==> config.mk <==
export PLATFORM = sky130hd
export DESIGN_NAME = sliding_window_stream
export DESIGN_NICKNAME = d
export VERILOG_FILES = /design/src/rtl/sliding_window_pkg.sv /design/src/rtl/sliding_window_stream_line_buffer.sv /design/src/rtl/sliding_window_stream.sv
export SDC_FILE = /design/constraint.sdc
export NUM_CORES = 2
export LEC_CHECK = 0
export ABC_AREA = 1
export ABC_CLOCK_PERIOD_IN_PS = 12500
export BUFFER_PORTS_ARGS = -buffer_cell sky130_fd_sc_hd__buf_2
export CORE_ASPECT_RATIO = 0.5
export CORE_MARGIN = 3
export CORE_UTILIZATION = 25
export CTS_BUF_LIST = sky130_fd_sc_hd__clkbuf_2 sky130_fd_sc_hd__clkbuf_4 sky130_fd_sc_hd__clkbuf_8
export CTS_CLUSTER_DIAMETER = 60
export DETAILED_ROUTE_END_ITERATION = 6
export PLACE_DENSITY = 0.42
export SLEW_MARGIN = 40
export SYNTH_ARGS = -nofsm -noshare
export SYNTH_HDL_FRONTEND = slang
export SYNTH_SLANG_ARGS = --single-unit
==> constraint.sdc <==
create_clock -name clock -period 12.5 [get_ports clock]
set_clock_uncertainty 0.2 [all_clocks]
set_input_delay 1.875 -clock clock [delete_from_list [all_inputs] [get_ports clock]]
set_output_delay 1.875 -clock clock [all_outputs]
set_load 0.02 [all_outputs]
==> src/rtl/sliding_window_pkg.sv <==
// Shared definitions for the sliding-window stream generator:
// coordinate width, controller states and the frame geometry check.
package sliding_window_pkg;

    localparam int XRES_WIDTH = 10;

    typedef enum logic {
        IDLE = 1'b0,
        RUN  = 1'b1
    } state_t;

    // A frame is usable only if a full K x K window fits and the line fits the buffers.
    function automatic logic geometry_ok(
        input logic [XRES_WIDTH-1:0] xres,
        input logic [XRES_WIDTH-1:0] yres,
        input logic [XRES_WIDTH-1:0] k,
        input logic [XRES_WIDTH-1:0] max_xres
    );
        return (xres >= k) && (xres <= max_xres) && (yres >= k);
    endfunction

endpackage

==> src/rtl/sliding_window_stream_line_buffer.sv <==
// One raster line of pixels, addressed by column.
// Combinational read, synchronous write; a read and write to the same column
// in one cycle returns the old contents. Storage is intentionally not reset.
module line_buffer #(
    parameter int DEPTH      = 64,
    parameter int DATA_WIDTH = 16,
    parameter int ADDR_WIDTH = 6
) (
    input  logic                  clock,
    input  logic                  wr_en,
    input  logic [ADDR_WIDTH-1:0] addr,
    input  logic [DATA_WIDTH-1:0] wr_data,
    output logic [DATA_WIDTH-1:0] rd_data
);

    logic [DATA_WIDTH-1:0] mem [DEPTH];

    assign rd_data = mem[addr];

    // Column write on every accepted pixel.
    always_ff @(posedge clock) begin
        if (wr_en) begin
            mem[addr] <= wr_data;
        end
    end

endmodule

==> src/rtl/sliding_window_stream.sv <==
// Streaming K x K multi-channel window generator.
// Raster pixels in over valid/ready, fully populated windows out with their
// top-left coordinate and a last-window marker.
// Optional stride-2 decimation: define SLIDING_WINDOW_STRIDE2_EN.
//
// state | meaning
// IDLE  | waiting for an SOF beat with usable geometry; other beats dropped
// RUN   | frame in progress; each accepted beat advances the raster position
module sliding_window_stream
    import sliding_window_pkg::*;
#(
    parameter int K        = 3,
    parameter int CHANNELS = 1,
    parameter int WIDTH    = 16,
    parameter int MAX_XRES = 64
) (
    input  logic                                       clock,
    input  logic                                       clock_areset,
    input  logic [XRES_WIDTH-1:0]                      xres,
    input  logic [XRES_WIDTH-1:0]                      yres,
`ifdef SLIDING_WINDOW_STRIDE2_EN
    input  logic                                       stride2,
`endif
    input  logic                                       in_valid,
    output logic                                       in_ready,
    input  logic                                       in_sof,
    input  logic [CHANNELS-1:0][WIDTH-1:0]             in_data,
    output logic                                       out_valid,
    input  logic                                       out_ready,
    output logic [CHANNELS-1:0][K*K-1:0][WIDTH-1:0]    window,
    output logic [XRES_WIDTH-1:0]                      out_x,
    output logic [XRES_WIDTH-1:0]                      out_y,
    output logic                                       out_last,
    output logic                                       frame_error
);

    localparam int ADDR_WIDTH = (MAX_XRES > 1) ? $clog2(MAX_XRES) : 1;
    localparam logic [XRES_WIDTH-1:0] K_V   = XRES_WIDTH'(K);
    localparam logic [XRES_WIDTH-1:0] K_M1  = XRES_WIDTH'(K - 1);
    localparam logic [XRES_WIDTH-1:0] MAX_V = XRES_WIDTH'(MAX_XRES);

    typedef logic [CHANNELS-1:0][WIDTH-1:0]          pixel_t;
    typedef logic [CHANNELS-1:0][K*K-1:0][WIDTH-1:0] window_t;

    state_t                  state_q, state_d;
    logic [XRES_WIDTH-1:0]   x_q, x_d, y_q, y_d;
    logic [XRES_WIDTH-1:0]   xres_q, yres_q;
    logic [XRES_WIDTH-1:0]   beat_x, beat_y, eff_xres, eff_yres, last_x, last_y;
    logic                    accept, sof_beat, geom_ok_in, start, process;
    logic                    stride_eff, emit, last_win, end_of_line;
    window_t                 win_q, win_d;
    pixel_t                  lb_rd [K-1];
    pixel_t                  col_d [K];

    assign in_ready   = !out_valid || out_ready;
    assign accept     = in_valid && in_ready;
    assign sof_beat   = accept && in_sof;
    assign geom_ok_in = geometry_ok(xres, yres, K_V, MAX_V);
    assign start      = sof_beat && geom_ok_in;
    assign process    = start || (accept && !in_sof && state_q == RUN);

`ifdef SLIDING_WINDOW_STRIDE2_EN
    logic stride_q;
    assign stride_eff = start ? stride2 : stride_q;
`else
    assign stride_eff = 1'b0;
`endif

    // Raster position of the current beat, next-state and emission decision.
    always_comb begin
        state_d     = state_q;
        x_d         = x_q;
        y_d         = y_q;
        beat_x      = start ? '0 : x_q;
        beat_y      = start ? '0 : y_q;
        eff_xres    = start ? xres : xres_q;
        eff_yres    = start ? yres : yres_q;
        end_of_line = (beat_x == eff_xres - 10'd1);
        last_x      = eff_xres - 10'd1;
        last_y      = eff_yres - 10'd1;
        if (stride_eff) begin
            // With odd (res - K) the final pixel has the wrong parity; step back one.
            if (eff_xres[0] != K_V[0]) last_x = eff_xres - 10'd2;
            if (eff_yres[0] != K_V[0]) last_y = eff_yres - 10'd2;
        end
        emit = process && (beat_x >= K_M1) && (beat_y >= K_M1) &&
               (!stride_eff || (beat_x[0] == K_M1[0] && beat_y[0] == K_M1[0]));
        last_win = emit && (beat_x == last_x) && (beat_y == last_y);

        if (sof_beat && !geom_ok_in) begin
            state_d = IDLE;
            x_d     = '0;
            y_d     = '0;
        end else if (process) begin
            state_d = RUN;
            if (end_of_line) begin
                x_d = '0;
                y_d = beat_y + 10'd1;
                if (beat_y == eff_yres - 10'd1) begin
                    state_d = IDLE;
                    y_d     = '0;
                end
            end else begin
                x_d = beat_x + 10'd1;
                y_d = beat_y;
            end
        end
    end

    // State, raster position and geometry latched at start of frame.
    always_ff @(posedge clock or posedge clock_areset) begin
        if (clock_areset) begin
            state_q <= IDLE;
            x_q     <= '0;
            y_q     <= '0;
            xres_q  <= '0;
            yres_q  <= '0;
`ifdef SLIDING_WINDOW_STRIDE2_EN
            stride_q <= 1'b0;
`endif
        end else begin
            state_q <= state_d;
            x_q     <= x_d;
            y_q     <= y_d;
            if (start) begin
                xres_q <= xres;
                yres_q <= yres;
`ifdef SLIDING_WINDOW_STRIDE2_EN
                stride_q <= stride2;
`endif
            end
        end
    end

    for (genvar g = 0; g < K - 1; g++) begin : g_line
        pixel_t wr_pix;
        if (g == 0) begin : g_first
            assign wr_pix = in_data;
        end else begin : g_rest
            assign wr_pix = lb_rd[g-1];
        end
        line_buffer #(
            .DEPTH      (MAX_XRES),
            .DATA_WIDTH (CHANNELS * WIDTH),
            .ADDR_WIDTH (ADDR_WIDTH)
        ) u_line (
            .clock   (clock),
            .wr_en   (process),
            .addr    (beat_x[ADDR_WIDTH-1:0]),
            .wr_data (wr_pix),
            .rd_data (lb_rd[g])
        );
    end

    // Incoming column, oldest line first, newest pixel at the bottom.
    always_comb begin
        col_d[K-1] = in_data;
        for (int r = 0; r < K - 1; r++) begin
            col_d[r] = lb_rd[K-2-r];
        end
    end

    // Shift the window one column left and insert the new column on the right.
    always_comb begin
        win_d = win_q;
        for (int c = 0; c < CHANNELS; c++) begin
            for (int row = 0; row < K; row++) begin
                for (int col = 0; col < K - 1; col++) begin
                    win_d[c][row*K+col] = win_q[c][row*K+col+1];
                end
                win_d[c][row*K+K-1] = col_d[row][c];
            end
        end
    end

    // Window shift register and single-entry output register.
    always_ff @(posedge clock or posedge clock_areset) begin
        if (clock_areset) begin
            win_q       <= '0;
            out_valid   <= 1'b0;
            window      <= '0;
            out_x       <= '0;
            out_y       <= '0;
            out_last    <= 1'b0;
            frame_error <= 1'b0;
        end else begin
            frame_error <= sof_beat && (state_q == RUN || !geom_ok_in);
            if (process) begin
                win_q <= win_d;
            end
            if (emit) begin
                out_valid <= 1'b1;
                window    <= win_d;
                out_x     <= beat_x - K_M1;
                out_y     <= beat_y - K_M1;
                out_last  <= last_win;
            end else if (out_ready) begin
                out_valid <= 1'b0;
            end
        end
    end

endmodule

==> metrics <==
HPWL Detailed 174,000 µm; clock network power share 0.290; P_sw 0.00812 W; CTS buffer count 386; routed length per placed instance 25.6 µm; setup repair bufs after CTS 0; CP Launch Type input port; critical path class input port to flop; drt total wl 325,000 µm; sequential area share after synthesis 0.746; CTS sink count 2,352; CTS HTree Levels 5; Max Fclk 142 MHz; die height 437 µm; Core Box Area 368,000 µm²; Data required, critical path 13.09 ns; CTS Hold Buffers Added 0; DRT iter0 DRCs 6,145; maximum VDD drop 0.000177 V; Worst setup EP type flop; largest buffer count on any clock path 4; vias per cell 4.83; Setup Viol. Count Final 0; total of max-cap violations 0; CTS tree built; largest net degree at the start of global routing 137; Antenna Nets Post-Route 0; Inst Count DP 12,016; vias in the first global route 59,509; filler cell count 37,455; Power Density 211 nW/µm²; fin crit period 7.02 ns; YS warnings 0; # resized after CTS 0; Rel. slew slack 0.422; worst hold path class flop to flop; final hold vios 0; Port Buffer Count 208; Root Buffer clkbuf_8; Mapped Cells 7,170; syn_nets 7,224; die area 379,000 µm²; combinational share of power 0.277; post-synthesis register bit count 2,352; Internal Pwr Total 0.0146 W; sequential power share 0.434; status finished clean; CP max FO 100; commonest non-fill, non-tap cell in the layout edfxtp_1; Placement Rows 157; width of the die 867 µm; Least-Margin Pin Slew 0.867 ns; Post-Layout Cell Count 12,686; Leak Pwr 37.2 nW; Avg Inst Size Synth 12.9 µm²; initial antenna violation count 15; clock slew at the register clock pins of the worst setup and hold paths 0.06 ns; DRC Markers 0; Final Slew Violations 0; IO Count 209; synth unique cells 46; arrival time worst endpoint 7.61 ns; Layout Area Growth over Synthesis 16.4%; RSZ-0062 raised after global routing false; clk_lat worst skew 1.02 ns; total negative slack 0 ns; final period utilization 0.562; switch share 0.357; share of cells above drive strength 1 0.152; first-pass GRT wire length 462,000 µm; GRT overflow 0; commonest cells after routing, fill and taps aside 2,048 x edfxtp_1, 1,051 x nand2_1, 914 x o21ai_0, 701 x nor2_1, 402 x clkbuf_8; RD Place Congestion 0.772; total number of vias 61,303; initial core utilization 0.252; 1st-pass router iterations 6; GR Util All Layers 0.166; Post-Syn Area 92,700 µm²; Nets 7,533
## routing by layer
metal  GRT usage  vias up  wire [µm]
li1            -    27065          -
met1       0.245    31909     152000
met2       0.260     1921     147000
met3      0.0232      406      19700
met4      0.0366        2       6490
met5           0        -         13
## worst max-delay path, stage by stage
cell and delay (ns):
buf_2 0.11, nand2_1 0.06, nand3_1 0.08, nor2_1 0.06, nor2_2 0.44, nand3_4 0.74, nand2_1 0.56, inv_6 0.28
nor2_4 0.51, nand2_1 0.50, buf_4 0.37, inv_1 0.07, nand3_1 0.08, nand3b_1 0.17, nand2_1 0.11, nor2_4 0.10
buf_16 0.21, inv_8 0.30, buf_6 0.62, o21ai_0 0.17
## cell usage after synthesis (all sizes together)
| cell | instances | area [µm²] |
|---|---|---|
| o211ai | 104 | 781 |
| clkinv | 4 | 15.0 |
| edfxtp | 2048 | 61500 |
| inv | 245 | 922 |
| a21oi | 60 | 304 |
| a31oi | 1 | 6.26 |
| xor2 | 20 | 175 |
| o21ai | 977 | 4900 |
| buf | 146 | 723 |
| nand3 | 376 | 1900 |
| a21boi | 1 | 7.51 |
| nor2 | 779 | 2970 |
| o32ai | 1 | 8.76 |
| o21bai | 1 | 18.8 |
| ha | 13 | 163 |
| or2 | 40 | 250 |
| o22a | 36 | 315 |
| nand3b | 21 | 158 |
| nand4 | 20 | 125 |
| a211oi | 3 | 27.5 |
| o22ai | 151 | 945 |
| nor3 | 6 | 35.0 |
| xnor2 | 5 | 43.8 |
| nor4 | 1 | 6.26 |
| nand2 | 1071 | 4040 |
| and2 | 1 | 6.26 |
| o311ai | 2 | 17.5 |
| dfrtp | 304 | 7610 |
| mux2i | 17 | 170 |
| clkbuf | 343 | 1290 |
| o221ai | 373 | 3270 |
## cell type report
type / instances / area (µm²) / share of cell area
inverter: 249 / 997 / 0.00925
clock buffer: 551 / 6650 / 0.0617
multi-input combinational: 4080 / 21200 / 0.197
antenna: 4 / 10.0 / 0.0000928
tap: 4929 / 6170 / 0.0572
timing repair buffer: 410 / 3090 / 0.0286
clock inverter: 111 / 592 / 0.00549
sequential: 2352 / 69100 / 0.641
## flip-flops by register name (all words and copies together), names as in the netlist
register	flops
out_x	10
out_last	1
x_q	10
yres_q	10
win_d	96
frame_error	1
xres_q	10
state_q	1
window	144
y_q	10
g_line.u_line.mem	2048
out_valid	1
out_y	10
## cells by family (layout without fill, tap and decap cells)
logic type	after synthesis	count (layout)	share of synthesized area
buffers and inverters	738	1321	0.0318
AND/OR/NAND/NOR	2315	2315	0.102
flip-flops	2352	2352	0.746
adder cells (fa/ha/maj)	13	13	0.00175
XOR/XNOR	25	25	0.00236
other	0	4	0
multiplexers	17	17	0.00184
AO/OA/AOI/OAI	1710	1710	0.114
## power groups by stage
stage,combinational (W),sequential [W],clock [W]
final,0.00629,0.00986,0.00658
after global routing,0.00687,0.00988,0.00710
after CTS,0.00632,0.00987,0.00676
after detailed placement,0.00631,0.0100,0
after global placement,0.00626,0.0100,0
after floorplan,0.00343,0.0100,0
## metrics by stage
step	worst slack, ns	total power, W	util	hold slack, ns	cell area (µm²)
2_1_floorplan	2.02	0.0135	-	0.249	92700
3_3_place_gp	4.44	0.0163	0.272	0.252	100000
3_5_place_dp	4.40	0.0163	0.273	0.257	100000
4_1_cts	5.46	0.0229	0.293	0.271	108000
5_1_grt	4.97	0.0238	0.293	0.291	108000
6_report	5.48	0.0227	0.293	0.264	108000
## final timing paths
| check | start | slack, ns | endpoint | cells past startpoint |
|---|---|---|---|---|
| setup / recovery | xres[0] | 5.48 | window[74]$_DFFE_PP0P_ | 20 |
| hold / removal | window[99]$_DFFE_PP0P_ | 0.26 | window[99]$_DFFE_PP0P_ | 2 |
| setup reg to reg | out_valid$_DFFE_PP0P_ | 6.30 | window[74]$_DFFE_PP0P_ | 18 |
| hold reg to reg | window[99]$_DFFE_PP0P_ | 0.26 | window[99]$_DFFE_PP0P_ | 2 |
| max in group asynchronous | clock_areset | 9.36 | out_y[7]$_DFFE_PP0P_ | 6 |
| min in group asynchronous | clock_areset | 0.87 | window[17]$_DFFE_PP0P_ | 2 |
Power figures use the tool's default switching activity.
